==> src/rtl/turbo_frame_ctrl.sv <==
// turbo_frame_ctrl: turbo encoder frame sequencer with handshake intake, armed interleaver wait,
// LSB-first bit streaming to both constituent encoders and trellis termination.
module turbo_frame_ctrl #(
    parameter int FRAME_BITS = 8,
    parameter int TAIL_LEN = 3,
    parameter int TIMEOUT = 64
) (
    input  logic       clk,
    input  logic       rst_n,
    input  logic       in_valid,
    output logic       in_ready,
    input  logic [7:0] in_data,
    input  logic [1:0] in_sel,
    output logic [7:0] il_data,
    output logic [1:0] il_sel,
    input  logic       il_bit_start,
    input  logic [7:0] il_out,
    output logic       enc_en,
    output logic       enc_sys,
    output logic       enc_il,
    output logic       enc_term,
    output logic       busy,
    output logic       frame_done,
    output logic       err_timeout
);
    localparam int BW = FRAME_BITS > 1 ? $clog2(FRAME_BITS) : 1;
    localparam int TW = TAIL_LEN > 1 ? $clog2(TAIL_LEN) : 1;
    localparam int WW = $clog2(TIMEOUT);
    typedef enum logic [2:0] {IDLE, LOAD, WAIT_IL, ENCODE, TAIL, DONE} state_t;
    state_t state;
    logic [7:0] data_reg;
    logic [7:0] il_reg;
    logic [BW-1:0] bit_idx;
    logic [BW-1:0] bit_nxt;
    logic [TW-1:0] tail_cnt;
    logic [WW-1:0] wait_cnt;
    logic arm;
    assign bit_nxt = bit_idx + 1'b1;
    always_ff @(posedge clk or negedge rst_n) begin
        if (!rst_n) begin
            state <= IDLE;
            in_ready <= 1'b0;
            il_data <= '0;
            il_sel <= '0;
            enc_en <= 1'b0;
            enc_sys <= 1'b0;
            enc_il <= 1'b0;
            enc_term <= 1'b0;
            busy <= 1'b0;
            frame_done <= 1'b0;
            err_timeout <= 1'b0;
            data_reg <= '0;
            il_reg <= '0;
            bit_idx <= '0;
            tail_cnt <= '0;
            wait_cnt <= '0;
            arm <= 1'b0;
        end else begin
            frame_done <= 1'b0;
            err_timeout <= 1'b0;
            case (state)
                IDLE: begin
                    in_ready <= 1'b1;
                    if (in_valid && in_ready) begin
                        data_reg <= in_data;
                        il_data <= in_data;
                        il_sel <= in_sel;
                        in_ready <= 1'b0;
                        busy <= 1'b1;
                        state <= LOAD;
                    end
                end
                LOAD: begin
                    wait_cnt <= '0;
                    arm <= 1'b0;
                    state <= WAIT_IL;
                end
                WAIT_IL: begin
                    wait_cnt <= wait_cnt + 1'b1;
                    // a high bit_start only counts once a low sample has been seen this frame
                    if (il_bit_start && arm) begin
                        il_reg <= il_out;
                        bit_idx <= '0;
                        enc_en <= 1'b1;
                        enc_sys <= data_reg[0];
                        enc_il <= il_out[0];
                        state <= ENCODE;
                    end else if (wait_cnt == WW'(TIMEOUT - 1)) begin
                        err_timeout <= 1'b1;
                        busy <= 1'b0;
                        in_ready <= 1'b1;
                        state <= IDLE;
                    end else if (!il_bit_start) begin
                        arm <= 1'b1;
                    end
                end
                ENCODE: begin
                    if (bit_idx == BW'(FRAME_BITS - 1)) begin
                        tail_cnt <= '0;
                        enc_term <= 1'b1;
                        enc_sys <= 1'b0;
                        enc_il <= 1'b0;
                        state <= TAIL;
                    end else begin
                        bit_idx <= bit_nxt;
                        enc_sys <= data_reg[bit_nxt];
                        enc_il <= il_reg[bit_nxt];
                    end
                end
                TAIL: begin
                    if (tail_cnt == TW'(TAIL_LEN - 1)) begin
                        enc_en <= 1'b0;
                        enc_term <= 1'b0;
                        frame_done <= 1'b1;
                        state <= DONE;
                    end else begin
                        tail_cnt <= tail_cnt + 1'b1;
                    end
                end
                DONE: begin
                    busy <= 1'b0;
                    in_ready <= 1'b1;
                    state <= IDLE;
                end
                default: state <= IDLE;
            endcase
        end
    end
endmodule

==> config.mk <==
export PLATFORM = sky130hd
export DESIGN_NAME = turbo_frame_ctrl
export DESIGN_NICKNAME = d
export VERILOG_FILES = /design/src/rtl/turbo_frame_ctrl.sv
export SDC_FILE = /design/constraint.sdc
export NUM_CORES = 1
export LEC_CHECK = 0
export ABC_AREA = 1
export BUFFER_PORTS_ARGS = -buffer_cell sky130_fd_sc_hd__buf_2
export CORE_MARGIN = 2
export CORE_UTILIZATION = 55
export CTS_BUF_LIST = sky130_fd_sc_hd__clkbuf_16
export DETAILED_ROUTE_END_ITERATION = 16
export PLACE_DENSITY_LB_ADDON = 0.12
export SLEW_MARGIN = 20
export SYNTH_ARGS = -nofsm -noshare
export SYNTH_HDL_FRONTEND = slang
export SYNTH_SLANG_ARGS = --single-unit
==> constraint.sdc <==
create_clock -name clk -period 3.23 [get_ports clk]
set_input_delay 0 -clock clk [delete_from_list [all_inputs] [get_ports clk]]
set_output_delay 0 -clock clk [all_outputs]
set_load 0.02 [all_outputs]
==> impl_metrics.env <==
export IMPL_status="complete, no violations"
export IMPL_grt_start_max_net_pins=42
export IMPL_synth_compound_area_share_pct=10.1
export IMPL_fin_util_pct=72.6
export IMPL_synth_area_sq_mm=0.00205
export IMPL_final_cells=368
export IMPL_finalSetupViolations=0
export IMPL_synthAdderAreaFrac_pct=2.45
export IMPL_floorplan_initialDensity_pct=56.7
export IMPL_muxShareOfSynthArea_pct=0.489
export IMPL_grt_pass1_wl_mm=7.36
export IMPL_synth_top_area_share_pct=50.2
export IMPL_worstSetupPathType="reg -> reg"
export IMPL_path_clk_slew_ps=60
export IMPL_ys_ff_latch=41
export IMPL_die_h_um=65.0
export IMPL_power_switching_mw=1.03
export IMPL_arrival_ps=1950
export IMPL_finalNetCount=345
export IMPL_cts_made_buffers=5
export IMPL_drc_errors=0
export IMPL_r2r_start="state[0]$_DFFE_PN0P_"
export IMPL_yosysTopAreaCell="dfrtp_1"
export IMPL_synth_area_leaders="dfrtp_1, nand2_1, inv_1, nand3_1, o21ai_0"
export IMPL_ys_seq_area_share_pct=50.2
export IMPL_maxCapViolCount=0
export IMPL_grt_use_total_pct=22.7
export IMPL_rsz0062_at_grt="false"
export IMPL_place_ws_ps=1420
export IMPL_reg2reg_slack_ps=1410
export IMPL_ys_types=27
export IMPL_firstDrtPassIters=4
export IMPL_ctsRootBufferMaster="clkbuf_16"
export IMPL_vias_per_cell=4.99
export IMPL_crit_required_ps=3360
export IMPL_postCtsResizedCells=0
export IMPL_internal_power_mw=1.47
export IMPL_core_sq_mm=0.00361
export IMPL_fin_skew_ps=3.62
export IMPL_hp_start="il_bit_start"
export IMPL_leakage_nw=1.40
export IMPL_dpl_hpwl_mm=2.94
export IMPL_num_antenna_cells=0
export IMPL_finalHoldViolCount=0
export IMPL_num_vias=1836
export IMPL_area_growth_pct=28.0
export IMPL_startpoint="state[0]$_DFFE_PN0P_"
export IMPL_drive_gt1_share_pct=19.4
export IMPL_clk_latency_ps=280
export IMPL_synth_edf_count=0
export IMPL_synth_xor_area_share_pct=0
export IMPL_final_common_cell="nand2_1"
export IMPL_fin_ws_ps=1410
export IMPL_yosys_area_share_simple_pct=26.9
export IMPL_post_route_period_util_pct=56.3
export IMPL_synth_cells=259
export IMPL_synth_avg_cell_area_sq_um=7.90
export IMPL_fin_setup_tns_ps=0
export IMPL_min_path_type="in -> reg"
export IMPL_drt_initial_drc_count=83
export IMPL_cts_htree_levels=2
export IMPL_syn_nets=285
export IMPL_gr_total_overflow=0
export IMPL_swShare_pct=41.1
export IMPL_peakVddDrop_mv=0.474
export IMPL_whs_ps=71.2
export IMPL_gp_congestion=0.870
export IMPL_clkPwrFrac_pct=22.1
export IMPL_fill_cells=302
export IMPL_min_to="arm$_DFFE_PN0P_"
export IMPL_final_cell_mix="nand2_1, inv_1, dfrtp_1, buf_2, nor2_1"
export IMPL_synth_top_family_by_area="simple AND/OR/NAND/NOR gates"
export IMPL_clockBufferDepth=2
export IMPL_endpoint_kind="flip-flop"
export IMPL_wire_per_inst_um=11.6
export IMPL_die_area_sq_mm=0.00422
export IMPL_seqPwrFrac_pct=34.9
export IMPL_power_density_mw_per_mm2=956
export IMPL_start_kind="flip-flop"
export IMPL_rr_endpoint="data_reg[5]$_DFFE_PN0P_"
export IMPL_placedCellCount=342
export IMPL_max_freq_mhz=550
export IMPL_r2r_cells=4
export IMPL_yosys_warnings=0
export IMPL_grt_pass1_vias=1783
export IMPL_rows=22
export IMPL_antenna_found_initial=0
export IMPL_drtAntennaViolNets=0
export IMPL_combPwrFrac_pct=43.0
export IMPL_worst_slew_pin_slew_ps=883
export IMPL_synthFlopType="dfrtp_1"
export IMPL_wirelength_mm=4.28
export IMPL_io_buffers=39
export IMPL_ios=40
export IMPL_final_max_slew_viol_count=0
export IMPL_min_period_ps=1820
export IMPL_maxSlewHeadroom_pct=41.2
export IMPL_cts_num_sinks=41
export IMPL_cts_tree="built"
export IMPL_die_w_um=65.0
export IMPL_synthArstFlopShare_pct=100
export IMPL_path_max_fanout=21
export IMPL_whs_path_depth=3
[worst max path at each step]
| stage | end | slack (ps) | depth (start not counted) |
|---|---|---|---|
| final | data_reg[5]$_DFFE_PN0P_ | 1410 | 4 |
| after CTS | data_reg[0]$_DFFE_PN0P_ | 1380 | 4 |
| after floorplan | enc_sys$_DFFE_PN0P_ | 1930 | 9 |
| after global routing | data_reg[5]$_DFFE_PN0P_ | 1090 | 4 |
| after detailed placement | il_sel[1]$_DFFE_PN0P_ | 1420 | 3 |
| after global placement | data_reg[6]$_DFFE_PN0P_ | 1500 | 4 |
[power groups by stage]
stage          Sequential, mW  Clock, mW  Combinational, mW
2_1_floorplan           0.955          0              0.703
3_3_place_gp            0.870          0               1.03
3_5_place_dp            0.876          0               1.06
4_1_cts                 0.871      0.560               1.09
5_1_grt                 0.901      0.584               1.23
6_report                0.873      0.554               1.08
[cell type report]
cell class	count	area, sq um	share of cell area, %
clock inverter	3	41.3	1.58
clock buffer	5	125	4.78
tap	48	60.1	2.29
sequential	41	1030	39.2
timing repair buffer	57	375	14.3
inverter	45	174	6.64
multi-input combinational	169	817	31.2
[metal layers]
layer  wire, um  track usage, %  up-vias
li1           -               -      938
met1       1950            27.6      847
met2       2100            38.8       46
met3        204            6.60        5
met4         34            7.18        0
met5          0               0        -
[worst max-delay path, stage by stage (launching register included)]
cell,delay (ps)
dfrtp_1,450
nor2_1,230
nand4_1,630
nor2_1,300
a21oi_1,60
[cell usage after synthesis, types with 2 or more instances]
cell type	n
ha_1	4
inv_1	41
o21ai_1	6
nand4_1	4
inv_2	3
nand2_2	2
dfrtp_1	41
buf_2	2
nand2_4	2
nand2_1	73
nor2_1	20
nand3_1	19
nor2_4	2
or2_2	2
o21ai_0	17
a21oi_1	10
[through the flow]
| step | power [mW] | instance area [sq um] |
|---|---|---|
| floorplan | 1.66 | 2050 |
| detailed placement | 1.94 | 2270 |
| global route | 2.71 | 2620 |
| global placement | 1.90 | 2270 |
| finish | 2.50 | 2620 |
| CTS | 2.52 | 2620 |
[repair_timing]
action	CTS	global route
hold buffers	18	0
endpoints found under the hold margin	58	0
buffers inserted	0	0
[logic make-up (layout without fill, tap and decap cells)]
| group | count (synthesis) | after routing |
|---|---|---|
| AND/OR/NAND/NOR | 126 | 126 |
| flip-flops | 41 | 41 |
| multiplexers | 1 | 1 |
| buffers and inverters | 49 | 110 |
| adder cells (fa/ha/maj) | 4 | 4 |
| AO/OA/AOI/OAI | 38 | 38 |
No activity file was read; power rests on OpenSTA's default activity.
